<file path="src/rtl/bootrom_pkg.sv">
// Shared types and constants for the boot ROM arbiter slice.
package bootrom_pkg;

    // Sequencer states
    typedef enum logic [1:0] {
        IDLE = 2'd0,
        WAIT = 2'd1,
        ACK  = 2'd2
    } state_t;

    // Master index: 0 = CPU fetch/data, 1 = BIOS shadow-copy engine
    typedef logic mst_idx_t;

    localparam int unsigned ROM_AW_DEF      = 13;
    localparam int unsigned ROM_LATENCY_MAX = 3;
    localparam int unsigned CNT_W           = $clog2(ROM_LATENCY_MAX);

    // Initial WAIT down-counter value for a given ROM read latency
    function automatic logic [CNT_W-1:0] wait_cycles(input int unsigned lat);
        return CNT_W'(lat - 1);
    endfunction

endpackage

</file>
<file path="src/rtl/bootrom_arbiter_rr_arb2.sv">
// Two-way round-robin grant with a last-grant register.
// On a tie the master that was not granted last wins; last_grant resets to 1
// so master 0 wins the first tie after reset.
module rr_arb2
    import bootrom_pkg::*;
(
    input  logic       clk,
    input  logic       rst,
    input  logic       en,
    input  logic [1:0] req,
    output logic [1:0] gnt
);

    mst_idx_t last_grant_q;
    mst_idx_t last_grant_d;

    // Grant decision and last-grant update
    always_comb begin
        gnt          = '0;
        last_grant_d = last_grant_q;
        if (en) begin
            unique case (req)
                2'b01:   gnt = 2'b01;
                2'b10:   gnt = 2'b10;
                2'b11:   gnt = (last_grant_q == 1'b1) ? 2'b01 : 2'b10;
                default: gnt = '0;
            endcase
            if (gnt != '0) begin
                last_grant_d = gnt[1];
            end
        end
    end

    // Last-grant register
    always_ff @(posedge clk) begin
        if (!rst) begin
            last_grant_q <= 1'b1;
        end else begin
            last_grant_q <= last_grant_d;
        end
    end

endmodule

</file>
<file path="src/rtl/bootrom_arbiter.sv">
// Two-master Wishbone classic arbiter/sequencer in front of a registered-output
// boot ROM. Optional macro BOOTROM_ARB_WERR_EN adds m0_err_o/m1_err_o and
// answers writes with err instead of ack.
module bootrom_arbiter
    import bootrom_pkg::*;
#(
    parameter int unsigned ROM_AW      = ROM_AW_DEF,
    parameter int unsigned ROM_LATENCY = 1
) (
    input  logic              clk,
    input  logic              rst,
    input  logic [19:1]       m0_adr_i,
    input  logic              m0_we_i,
    input  logic              m0_stb_i,
    input  logic              m0_cyc_i,
    input  logic [1:0]        m0_sel_i,
    output logic [15:0]       m0_dat_o,
    output logic              m0_ack_o,
`ifdef BOOTROM_ARB_WERR_EN
    output logic              m0_err_o,
`endif
    input  logic [19:1]       m1_adr_i,
    input  logic              m1_we_i,
    input  logic              m1_stb_i,
    input  logic              m1_cyc_i,
    input  logic [1:0]        m1_sel_i,
    output logic [15:0]       m1_dat_o,
    output logic              m1_ack_o,
`ifdef BOOTROM_ARB_WERR_EN
    output logic              m1_err_o,
`endif
    output logic [ROM_AW-1:0] rom_addr_o,
    output logic              rom_en_o,
    input  logic [15:0]       rom_q_i
);

    state_t             state_q, state_d;
    logic [CNT_W-1:0]   cnt_q, cnt_d;
    mst_idx_t           sel_q, sel_d;
    logic               wr_q, wr_d;
    logic [ROM_AW-1:0]  rom_addr_q, rom_addr_d;
    logic               rom_en_q, rom_en_d;
    logic [1:0]         ack_q, ack_d;
    logic [15:0]        dat0_q, dat0_d;
    logic [15:0]        dat1_q, dat1_d;
`ifdef BOOTROM_ARB_WERR_EN
    logic [1:0]         err_q, err_d;
`endif

    logic [1:0] req;
    logic [1:0] gnt;
    logic       arb_en;

    // Byte selects and address bits above the ROM window are don't-care for reads
    logic unused_inputs;
    assign unused_inputs = ^{m0_sel_i, m1_sel_i, m0_adr_i[19:ROM_AW+1], m1_adr_i[19:ROM_AW+1]};

    assign req    = {m1_stb_i & m1_cyc_i, m0_stb_i & m0_cyc_i};
    assign arb_en = (state_q == IDLE);

    rr_arb2 u_arb (
        .clk (clk),
        .rst (rst),
        .en  (arb_en),
        .req (req),
        .gnt (gnt)
    );

    // Sequencer next-state and registered-output computation
    always_comb begin
        state_d    = state_q;
        cnt_d      = cnt_q;
        sel_d      = sel_q;
        wr_d       = wr_q;
        rom_addr_d = rom_addr_q;
        rom_en_d   = 1'b0;
        ack_d      = '0;
        dat0_d     = dat0_q;
        dat1_d     = dat1_q;
`ifdef BOOTROM_ARB_WERR_EN
        err_d      = '0;
`endif
        unique case (state_q)
            IDLE: begin
                if (gnt != '0) begin
                    sel_d = gnt[1];
                    wr_d  = gnt[1] ? m1_we_i : m0_we_i;
                    cnt_d = wait_cycles(ROM_LATENCY);
                    if (wr_d) begin
                        state_d = ACK;
`ifdef BOOTROM_ARB_WERR_EN
                        err_d[sel_d] = 1'b1;
`else
                        ack_d[sel_d] = 1'b1;
`endif
                    end else begin
                        state_d    = WAIT;
                        rom_en_d   = 1'b1;
                        rom_addr_d = gnt[1] ? m1_adr_i[ROM_AW:1] : m0_adr_i[ROM_AW:1];
                    end
                end
            end
            WAIT: begin
                if (cnt_q != '0) begin
                    cnt_d = cnt_q - 1'b1;
                end else begin
                    ack_d[sel_q] = 1'b1;
                    state_d      = ACK;
                end
            end
            ACK: begin
                state_d = IDLE;
                if (!wr_q) begin
                    if (sel_q) begin
                        dat1_d = rom_q_i;
                    end else begin
                        dat0_d = rom_q_i;
                    end
                end
            end
            default: state_d = IDLE;
        endcase
    end

    // Sequencer state and output registers
    always_ff @(posedge clk) begin
        if (!rst) begin
            state_q    <= IDLE;
            cnt_q      <= '0;
            sel_q      <= 1'b0;
            wr_q       <= 1'b0;
            rom_addr_q <= '0;
            rom_en_q   <= 1'b0;
            ack_q      <= '0;
            dat0_q     <= '0;
            dat1_q     <= '0;
`ifdef BOOTROM_ARB_WERR_EN
            err_q      <= '0;
`endif
        end else begin
            state_q    <= state_d;
            cnt_q      <= cnt_d;
            sel_q      <= sel_d;
            wr_q       <= wr_d;
            rom_addr_q <= rom_addr_d;
            rom_en_q   <= rom_en_d;
            ack_q      <= ack_d;
            dat0_q     <= dat0_d;
            dat1_q     <= dat1_d;
`ifdef BOOTROM_ARB_WERR_EN
            err_q      <= err_d;
`endif
        end
    end

    // The ROM output register only becomes valid in the ack cycle, so read
    // data is passed through while ack is high and held from the end of it.
    assign m0_dat_o   = (ack_q[0] && !wr_q) ? rom_q_i : dat0_q;
    assign m1_dat_o   = (ack_q[1] && !wr_q) ? rom_q_i : dat1_q;
    assign m0_ack_o   = ack_q[0];
    assign m1_ack_o   = ack_q[1];
    assign rom_addr_o = rom_addr_q;
    assign rom_en_o   = rom_en_q;
`ifdef BOOTROM_ARB_WERR_EN
    assign m0_err_o   = err_q[0];
    assign m1_err_o   = err_q[1];
`endif

endmodule
</file>
<file path="config.mk">
export PLATFORM = sky130hd
export DESIGN_NAME = bootrom_arbiter
export DESIGN_NICKNAME = d
export VERILOG_FILES = /design/src/rtl/bootrom_pkg.sv /design/src/rtl/bootrom_arbiter_rr_arb2.sv /design/src/rtl/bootrom_arbiter.sv
export SDC_FILE = /design/constraint.sdc
export NUM_CORES = 1
export LEC_CHECK = 0
export BUFFER_PORTS_ARGS = -buffer_cell sky130_fd_sc_hd__clkbuf_2
export CAP_MARGIN = 20
export CORE_MARGIN = 2
export CORE_UTILIZATION = 47
export CTS_CLUSTER_DIAMETER = 100
export CTS_CLUSTER_SIZE = 24
export DETAILED_ROUTE_END_ITERATION = 10
export GPL_ROUTABILITY_DRIVEN = 0
export PLACE_DENSITY_LB_ADDON = 0.12
export SLEW_MARGIN = 20
export SYNTH_ARGS = -nofsm -noshare
export SYNTH_HDL_FRONTEND = slang
export SYNTH_SLANG_ARGS = --single-unit
</file>
<file path="constraint.sdc">
create_clock -name clk -period 1.65 [get_ports clk]
set_input_delay 0.2475 -clock clk [delete_from_list [all_inputs] [get_ports clk]]
set_output_delay 0.2475 -clock clk [all_outputs]
set_load 0.01 [all_outputs]
</file>
Yosys cells after proc, flatten, opt, wreduce, memory -nomap -nowiden

Index checks and enable logic that the tools add are counted.

Flip-flop bits (word level): 55
Output and inout port bits: 48

Reductions and logical operators: 18
Magnitude comparators: 4
Equal/unequal tests: 8
Multiplexer cells: 24
Add/subtract/negate cells: 1
Bitwise operators: 5

Operators by type and width:

| operator            | count |
|---|---|
| $mux 16             | 2 |
| $mux 2              | 11 |
| $reduce_and 3->1    | 5 |
| $mux 13             | 1 |
| $pmux 2 s2          | 3 |
| $reduce_bool 2->1   | 4 |
| $eq 2x2->1 const B  | 3 |
| $pmux 2 s3          | 1 |
| $reduce_and 2->1    | 3 |
| $eq 2x1->1 const B  | 2 |
| $logic_and 1x1->1   | 4 |
| $lt 1x2->1 const B  | 2 |
| $mux 1              | 4 |
| $ne 2x2->1 const B  | 2 |
| $not 1->1           | 3 |
| $and 1x1->1         | 2 |
| $demux 1 s1         | 2 |
| $ge 1x1->1 const B  | 2 |
| $logic_not 2->1     | 1 |
| $ne 2x1->1 const B  | 1 |
| $sub 2x1->2 const B | 1 |
| $logic_not 1->1     | 1 |

Logic depth before layout (Yosys ltp)

Gate-level depths: netlist of the first run.

Word-level depth: 12
Gate-level depth with buffers: 6
Depth with buffers taken out: 6

Modules after synthesis

Synthesis of the first run repeated with hierarchy kept, for this count alone.

Cells, all modules: 309
Area, all modules: 2776.4 µm²

By module, submodules not included:

| module          | area an instance (µm²) | times used | cells an instance |
|---|---|---|---|
| bootrom_arbiter | 2720.1                 | 1          | 301 |
| rr_arb2         | 56.3                   | 1          | 8 |

Worst setup path before layout of the first run

No wires, ideal clock.

Path type: reg2out
From: reg ack_q[1]
To: out m1_dat_o[10]
Path buffers: 2
Path slack: 0.164 ns
Data arrival time: 1.239 ns
Cell stages (with the launch flop): 5
Cell sequence: dfxtp_1 > nor2b_1 > buf_2 > buf_2 > mux2_2

Longest elaborated chain between the ends: 2

Ends and longest elaborated chain:

| element                | line                   | RTL |
|---|---|---|
| from (decl)            | bootrom_arbiter.sv:43  | `logic [1:0] ack_q, ack_d;` |
| from (signal assigned) | bootrom_arbiter.sv:147 | `ack_q <= ack_d;` |
| $logic_and 1x1->1      | bootrom_arbiter.sv:159 | `assign m1_dat_o = (ack_q[1] && !wr_q) ? rom_q_i : dat1_q;` |
| $mux 16                | bootrom_arbiter.sv:159 |  |
| to (decl)              | bootrom_arbiter.sv:27  | `output logic [15:0] m1_dat_o,` |

No other way between the ends.

Final worst setup path of the first run

From: reg ack_q[1]
To: out m1_dat_o[6]

The elaborated chain is that of the path after synthesis.

==> results.json, run 1 <==
{
  "yosysUniqueCellTypes": 37,
  "holdCritPathClass": "in -> reg",
  "seqCellArea_sq_um": 1100,
  "vias": 2361,
  "syn-cell-area_sq_um": 2630,
  "grt.total_usage": 0.203,
  "r2r-end": "cnt_q[0]",
  "path_cells": "nor2b_4 > clkbuf_16 > mux2_4 > buf_6",
  "drv_slew": 0,
  "multiInputGateArea_sq_um": 1510,
  "tightest_slew_ns": 0.561,
  "ir_drop_mv": 0.392,
  "num_io_pins": 114,
  "r2r_setup_slack_ns": 0.14,
  "overflow": 0,
  "power.density_nw_per_um2": 762,
  "antenna_found_initial": 0,
  "grt_pass1_vias": 2145,
  "synth-seq-area-share": 0.419,
  "crit_required_ns": 1.40,
  "fin_skew_ns": 0.00635,
  "initial_core_util": 0.483,
  "critical_path_class": "reg -> out",
  "clk_latency_ns": 0.30,
  "yosysWarnings": 0,
  "rsz0062_at_grt": "true",
  "rows": 27,
  "postSynthAreaPerCell_sq_um": 9.45,
  "synth_edf_count": 0,
  "fmax_mhz": 587,
  "grt_max_degree": 30,
  "dp.final_hpwl_um": 4190,
  "layout_common_cells": "clkbuf_2 (87), nand2_1 (67), dfxtp_1 (53), a21boi_0 (30), mux2_4 (24)",
  "violations": "negative setup slack",
  "r2r-start": "cnt_q[0]",
  "first_pass_iters": 4,
  "htree_levels": 2,
  "syn2layout_area_growth_pct": 36.1,
  "min_to": "dat0_q[14]",
  "antenna_cells": 0,
  "grt_pass1_wl_um": 10000,
  "die_w_um": 78.8,
  "routed_wl_um": 6320,
  "critPathSlowestCell": "dfxtp_2",
  "clock-sinks": 55,
  "layout.nets": 447,
  "synth_area_leader_cell": "dfxtp_1",
  "synthArstFlopShare": 0,
  "max-slew-margin-rel": 0.626,
  "hp-start": "rom_q_i[14]",
  "synthesis.nets": 345,
  "cts_inserted_buffers": 5,
  "clockBufferDepth": 2,
  "post-route-period-util": 1.03,
  "numPortBuffers": 97,
  "vias_per_cell": 5.22,
  "clk_pin_slew_ns": 0.09,
  "ys_ff_latch": 55,
  "cts_tree": "built",
  "coreArea_sq_um": 5440,
  "synth.area.top_cells": "dfxtp_1 (42%), mux2_2 (14%), nand2_1 (9.6%)",
  "cellLeakagePower_uw": 0.00160,
  "finalHoldViolCount": 0,
  "ant_nets": 0,
  "drcViolationCount": 0,
  "final_util": 0.657,
  "slowest_delay_ns": 0.34,
  "hold_buffers": 0,
  "period_minus_slack_ns": 1.70,
  "cp_max_fo": 8,
  "final_common_cell": "clkbuf_2",
  "crit_path_end_kind": "output pin",
  "clock-root-buffer": "clkbuf_8",
  "die_y_um": 78.8,
  "crit_start": "ack_q[1]",
  "status": "complete, but fails checks",
  "drive_gt1_frac": 0.463,
  "total_power_uw": 2720,
  "startpoint_type": "flop",
  "die_area_sq_um": 6200,
  "setup_slack_ns": -0.0537,
  "nFillCells": 474,
  "worstPathArrival_ns": 1.46,
  "drtIter0Drc": 138,
  "hold-path-cell-count": 3,
  "setup_viol": 32,
  "synth_top_area_share": 0.419,
  "syn_inst": 278,
  "ys.flop_type": "dfxtp_1",
  "reg2regPathDepth": 6,
  "wl_per_cell_um": 14.0,
  "max-cap-violations": 0
}
==> Yosys cell counts, types with 4 or more instances <==
| cell | count |
|---|---|
| nand3_1 | 4 |
| inv_1 | 5 |
| a21boi_0 | 30 |
| o21ai_0 | 4 |
| o31a_1 | 13 |
| buf_2 | 5 |
| nor2_1 | 5 |
| nand2_1 | 67 |
| dfxtp_1 | 55 |
| and2_1 | 4 |
| clkbuf_1 | 10 |
| o221a_2 | 12 |
| mux2_2 | 32 |
==> worst max-delay path by stage <==
stage / end / cells after the start
global route: m1_dat_o[3] / 4
CTS: m1_dat_o[4] / 4
floorplan: m1_dat_o[10] / 4
detailed placement: rom_addr_o[6] / 5
finish: m1_dat_o[6] / 4
global placement: rom_addr_o[6] / 5
==> report_power, final <==
part	leakage [uW]	switching [uW]	internal, uW
Clock	0.0000470	404	330
Sequential	0.000448	43.6	1390
Combinational	0.00111	262	294
Total	0.00160	710	2010
==> sequential cells by signal, indices dropped and copies added (netlist names) <==
signal / flops
sel_q: 1
u_arb.last_grant_q: 1
ack_q: 2
cnt_q: 2
rom_en_o: 1
state_q: 2
dat1_q: 16
dat0_q: 16
wr_q: 1
rom_addr_o: 13
==> kinds of logic (layout without fill, tap and decap cells) <==
| family | Yosys count | after routing | share of synthesized area |
|---|---|---|---|
| AO/OA/AOI/OAI | 72 | 72 | 0.236 |
| adder cells (fa/ha/maj) | 1 | 1 | 0.00476 |
| buffers and inverters | 26 | 128 | 0.0462 |
| flip-flops | 55 | 55 | 0.419 |
| multiplexers | 33 | 33 | 0.141 |
| AND/OR/NAND/NOR | 91 | 91 | 0.153 |
==> worst max-delay path, delay by kind of cell, from the launching register on <==
| family | cells | cell delay [ns] |
|---|---|---|
| flip-flops | 1 | 0.34 |
| buffers and inverters | 2 | 0.31 |
| multiplexers | 1 | 0.31 |
| AND/OR/NAND/NOR | 1 | 0.19 |
==> timing repair <==
item | in CTS | in global routing
resized for setup | 20 | 30
gates cloned | 1 | 1
pin swaps | 0 | 1
buffers inserted | 0 | 3
endpoints found under the setup margin | 32 | 41
==> metrics by stage <==
step                setup slack [ns]  TNS (ns)  instances  hold WS (ns)  area [sq um]
global placement               0.129         0        440         0.441          3230
detailed placement             0.113         0        440         0.442          3230
finish                       -0.0537     -1.29        452         0.208          3570
floorplan                      0.164         0        278         0.382          2630
CTS                          -0.0895     -1.79        448         0.192          3420
global route                  -0.129     -3.53        452         0.200          3570
==> layer usage <==
| layer | track usage | wire [um] |
|---|---|---|
| met5 | 0 | 0 |
| met2 | 0.344 | 3030 |
| met1 | 0.258 | 2850 |
| met4 | 0.0544 | 65 |
| met3 | 0.0511 | 367 |
==> cell type report <==
type,instances,share of cell area
timing repair buffer,116,0.214
clock inverter,1,0.00140
inverter,5,0.00525
clock buffer,6,0.0231
multi-input combinational,197,0.422
tap,72,0.0252
sequential,55,0.309
No activity file was read; power rests on OpenSTA's default activity.
==> inputs of run 2 (changes only) <==
--- a/config.mk
+++ b/config.mk
@@ -7,14 +7,12 @@
 export LEC_CHECK = 0
 export BUFFER_PORTS_ARGS = -buffer_cell sky130_fd_sc_hd__clkbuf_2
 export CAP_MARGIN = 20
-export CORE_MARGIN = 2
 export CORE_UTILIZATION = 47
 export CTS_CLUSTER_DIAMETER = 100
 export CTS_CLUSTER_SIZE = 24
 export DETAILED_ROUTE_END_ITERATION = 10
 export GPL_ROUTABILITY_DRIVEN = 0
 export PLACE_DENSITY_LB_ADDON = 0.12
-export SLEW_MARGIN = 20
 export SYNTH_ARGS = -nofsm -noshare
 export SYNTH_HDL_FRONTEND = slang
 export SYNTH_SLANG_ARGS = --single-unit
==> run 2 against run 1 <==
Compared with the run above:
- the flow still finishes with violations (negative setup slack)
- die area decreased by 5.0%
- setup slack got worse by 0.021 ns
- highest routed layer unchanged
- via count decreased by 0.25%
- global-route usage increased by 1.5 points
- first-iteration DRC count decreased by 33%
==> results.json, run 2 (synthesis gave the netlist of run 1 again) <==
{
  "ant_nets": 0,
  "rows": 26,
  "numPortBuffers": 97,
  "dp_cells": 436,
  "critical_path_class": "reg -> out",
  "tightest_slew_ns": 0.629,
  "ir_drop_mv": 0.457,
  "setup_slack_ns": -0.0744,
  "holdCritPathClass": "in -> reg",
  "die_y_um": 76.8,
  "startpoint_type": "flop",
  "final_common_cell": "clkbuf_2",
  "routed_wl_um": 6450,
  "layout.nets": 443,
  "cellLeakagePower_uw": 0.00163,
  "dpl_cell_area_sq_um": 3210,
  "fin_area_sq_um": 3690,
  "grt_pass1_vias": 2211,
  "clk_pin_slew_ns": 0.10,
  "setup_viol": 32,
  "syn2layout_area_growth_pct": 40.4,
  "first_pass_iters": 4,
  "num_io_pins": 114,
  "grt.total_usage": 0.218,
  "antenna_cells": 0,
  "period_minus_slack_ns": 1.72,
  "initial_core_util": 0.501,
  "overflow": 0,
  "fin_skew_ns": 0.00802,
  "max-slew-margin-rel": 0.581,
  "cts_inserted_buffers": 5,
  "instances_no_fill": 447,
  "drive_gt1_frac": 0.459,
  "cp_max_fo": 8,
  "clock-sinks": 55,
  "wl_per_cell_um": 14.4,
  "drtIter0Drc": 93,
  "drcViolationCount": 0,
  "cts_tree": "built",
  "hold-path-cell-count": 3,
  "clock-root-buffer": "clkbuf_8",
  "violations": "negative setup slack",
  "fmax_mhz": 580,
  "crit_path_end_kind": "output pin",
  "htree_levels": 2,
  "dp.final_hpwl_um": 4170,
  "vias_per_cell": 5.27,
  "rsz0062_at_grt": "true",
  "reg2regPathDepth": 4,
  "status": "complete, but fails checks",
  "die_w_um": 76.8,
  "grt_max_degree": 33,
  "grt_pass1_wl_um": 10300,
  "antenna_found_initial": 0,
  "worstPathArrival_ns": 1.48,
  "die_area_sq_um": 5890,
  "drv_slew": 0,
  "vias": 2355,
  "final_util": 0.704,
  "hold_buffers": 0,
  "clk_latency_ns": 0.31,
  "finalHoldViolCount": 0,
  "max-cap-violations": 0,
  "clockBufferDepth": 2,
  "r2r_setup_slack_ns": 0.10,
  "post-route-period-util": 1.05,
  "power.density_nw_per_um2": 792,
  "layout_common_cells": "clkbuf_2 (71), nand2_1 (67), dfxtp_1 (53), mux2_4 (32), a21boi_0 (30)",
  "crit_required_ns": 1.40,
  "coreArea_sq_um": 5240
}
==> run 2: changes by cell type in the layout (fill, tap and decap cells not counted), moves of 4 or more <==
cell	change
clkbuf_2	-16
buf_6	+16
buf_4	-4
mux2_4	+8
mux2_2	-8
==> run 2: stage by stage <==
step / hold slack [ns] / setup TNS [ns] / total power, uW / worst slack (ns)
after global placement: 0.439 / 0 / 1940 / 0.135
after detailed placement: 0.452 / 0 / 1940 / 0.116
after CTS: 0.193 / -1.92 / 2860 / -0.0783
after global routing: 0.192 / -2.77 / 3050 / -0.111
final: 0.195 / -1.47 / 2920 / -0.0744
after floorplan: 0.382 / 0 / 1740 / 0.164
==> run 2: cell type report <==
class | instances | area (sq um)
multi-input combinational | 197 | 1540
inverter | 5 | 18.8
timing repair buffer | 112 | 823
sequential | 55 | 1110
clock buffer | 5 | 68.8
clock inverter | 3 | 43.8
tap | 70 | 87.6
fill | 395 | 1550
==> run 2: per-layer routing <==
metal,global-route usage,vias up,wire [um]
li1,-,1171,-
met1,0.255,1097,2850
met2,0.379,79,3140
met3,0.0607,8,378
met4,0.0712,0,75
met5,0,-,0
==> run 2: what timing repair did <==
item                       CTS  global route
buffers inserted             2             1
setup endpoints to repair   32            32
resized for setup           23            77
cloned                       1             1
==> run 2: worst max-delay path: stages, from the launching register on <==
cell     delay, ns
dfxtp_2       0.34
nor2b_4       0.22
buf_12        0.17
mux2_4        0.32
buf_6         0.12
==> run 2: worst paths after layout <==
check,start,endpoint
worst max register to register,state_q[1],rom_addr_o[2]
worst min register to register,dat0_q[10],dat0_q[10]
worst min-delay path,rom_q_i[9],dat0_q[9]
worst max-delay path,ack_q[1],m1_dat_o[3]
==> run 2: power breakdown <==
group          switching [uW]  internal (uW)
registers                42.4           1390
logic                     271            321
clock network             445            453
==> inputs of run 3 (changes only) <==
--- a/config.mk
+++ b/config.mk
@@ -5,6 +5,7 @@
 export SDC_FILE = /design/constraint.sdc
 export NUM_CORES = 1
 export LEC_CHECK = 0
+export ABC_AREA = 1
 export BUFFER_PORTS_ARGS = -buffer_cell sky130_fd_sc_hd__clkbuf_2
 export CAP_MARGIN = 20
 export CORE_UTILIZATION = 47
==> run 3 against run 2 <==
Compared with the run above:
- die area grew 2.8%
- sequential power grew 3%
- non-clock buffer count shrank 2
- the run now ends clean
- critical path depth grew 1
- core utilization shrank 8.6 points
- setup slack gained 0.10 ns
- area after synthesis grew 2.9%
- via count grew 9.0%
==> results.json, run 3 <==
{
  "nFillCells": 524,
  "final_common_cell": "clkbuf_2",
  "worstSetupEndpoint": "m1_dat_o[14]",
  "synth.most_common_cell": "nand2_1",
  "antenna_found_initial": 0,
  "grt.total_usage": 0.197,
  "antenna_cells": 0,
  "synth_top_area_share": 0.408,
  "grt_pass1_vias": 2268,
  "ys_ff_latch": 55,
  "ys.flop_type": "dfxtp_1",
  "yosysUniqueCellTypes": 25,
  "num_io_pins": 114,
  "max-slew-margin-rel": 0.782,
  "syn_inst": 381,
  "clockBufferDepth": 2,
  "critPathSlowestCell": "dfxtp_4",
  "r2r_setup_slack_ns": 0.27,
  "cp_max_fo": 16,
  "hold_buffers": 0,
  "post-place-ws_ns": 0.203,
  "fmax_mhz": 617,
  "critical_path_class": "reg -> out",
  "cts_inserted_buffers": 5,
  "layout_common_cells": "clkbuf_2 (94), nand2_1 (83), dfxtp_1 (54), o21ai_1 (51), inv_1 (50)",
  "yosysWarnings": 0,
  "rsz0062_at_grt": "true",
  "syn2layout_area_growth_pct": 26.0,
  "setup_viol": 0,
  "r2r-start": "state_q[1]",
  "clk_pin_slew_ns": 0.10,
  "synth_area_leader_cell": "dfxtp_1",
  "clock-root-buffer": "clkbuf_8",
  "postSynthAreaPerCell_sq_um": 7.09,
  "syn-cell-area_sq_um": 2700,
  "rows": 27,
  "numPortBuffers": 97,
  "die_y_um": 77.8,
  "synth-seq-area-share": 0.408,
  "vias": 2567,
  "cts_tree": "built",
  "die_w_um": 77.8,
  "drv_slew": 0,
  "drive_gt1_frac": 0.340,
  "crit_path_end_kind": "output pin",
  "max-cap-violations": 0,
  "worst_hold_slack_ns": 0.201,
  "r2r-end": "rom_addr_o[2]",
  "reg2regPathDepth": 7,
  "grt_max_degree": 46,
  "startpoint_type": "flop",
  "period_minus_slack_ns": 1.62,
  "overflow": 0,
  "tightest_slew_ns": 0.326,
  "layout.nets": 542,
  "ant_nets": 0,
  "fin_tns_setup_ns": 0,
  "post-route-period-util": 0.982,
  "hp-start": "rom_q_i[6]",
  "synthesis.nets": 448,
  "finalHoldViolCount": 0,
  "synth_edf_count": 0,
  "drtIter0Drc": 86,
  "holdCritPathClass": "in -> reg",
  "grt_pass1_wl_um": 9580,
  "crit_start": "wr_q",
  "path_cells": "inv_2 > nand2_2 > clkbuf_16 > o21ai_0 > clkbuf_2",
  "routed_wl_um": 6000,
  "status": "finished clean",
  "clk_latency_ns": 0.31,
  "synth.area.top_cells": "dfxtp_1 (41%), nand2_1 (12%), inv_1 (6.9%)",
  "fin_skew_ns": 0.0106,
  "worstPathArrival_ns": 1.37,
  "ir_drop_mv": 0.441,
  "setup_slack_ns": 0.0295,
  "vias_per_cell": 4.68,
  "die_area_sq_um": 6050,
  "clock-sinks": 55,
  "drcViolationCount": 0,
  "synthArstFlopShare": 0,
  "crit_required_ns": 1.40,
  "fin_area_sq_um": 3400,
  "dpl_cell_area_sq_um": 3230,
  "dp.final_hpwl_um": 3940,
  "synth_common_cells": "nand2_1 (85), dfxtp_1 (55), inv_1 (50)",
  "first_pass_iters": 4,
  "slowest_delay_ns": 0.37,
  "initial_core_util": 0.491,
  "coreArea_sq_um": 5510,
  "power.density_nw_per_um2": 858,
  "wl_per_cell_um": 10.9,
  "htree_levels": 2,
  "cellLeakagePower_uw": 0.00174
}
run 3: cell type report:
| cell class | instances | area [sq um] | area share |
|---|---|---|---|
| clock buffers | 6 | 82.6 | 0.0243 |
| clock inverters | 2 | 16.3 | 0.00478 |
| inverters | 55 | 206 | 0.0606 |
| multi-input cells | 248 | 1260 | 0.370 |
| flip-flops and latches | 55 | 1100 | 0.325 |
| well taps | 72 | 90.1 | 0.0265 |
| repair buffers | 110 | 646 | 0.190 |
run 3: worst max-delay path: cells and delay by family (launching register included):
kind            cells  cell delay, ns
buf+inv             3            0.43
flops               1            0.37
compound gates      1            0.17
simple gates        1            0.10
run 3: routing by layer:
layer | part of all wire | global-route usage | vias up
li1 | - | - | 1394
met1 | 0.49 | 0.244 | 1113
met2 | 0.46 | 0.342 | 52
met3 | 0.040 | 0.0365 | 8
met4 | 0.014 | 0.0642 | 0
met5 | 0 | 0 | -
run 3: logic make-up (layout without fill, tap and decap cells):
group,count (synthesis),in the layout,share of synthesized area
adders and majority gates,1,1,0.00463
AOI/OAI and AO/OA,118,118,0.246
DFF,55,55,0.408
and+or+nand+nor,129,129,0.209
buffers and inverters,78,173,0.132
run 3: stage by stage:
step / cells / util / power (uW)
6_report: 548 / 0.618 / 2920
5_1_grt: 548 / 0.618 / 3100
4_1_cts: 544 / 0.606 / 2940
3_5_place_dp: 536 / 0.587 / 2130
3_3_place_gp: 536 / 0.587 / 2120
2_1_floorplan: 381 / - / 1930
run 3: worst min-delay path by stage:
| stage | end | slack (ns) | depth (start not counted) |
|---|---|---|---|
| floorplan | ack_q[0] | 0.41 | 2 |
| global placement | u_arb.last_grant_q | 0.45 | 2 |
| detailed placement | u_arb.last_grant_q | 0.45 | 2 |
| CTS | dat1_q[10] | 0.19 | 3 |
| global route | ack_q[0] | 0.20 | 3 |
| finish | dat1_q[6] | 0.20 | 3 |
run 3: where the power goes:
part           switching [uW]  internal (uW)
logic                     393            271
clock network             445            343
registers                49.2           1420
run 3: timing repair:
action | 4_1_cts | 5_1_grt
cloned | 0 | 3
buffers inserted | 0 | 1
pin swaps | 0 | 0
gates resized for setup | 7 | 27
endpoints found under the setup margin | 32 | 24
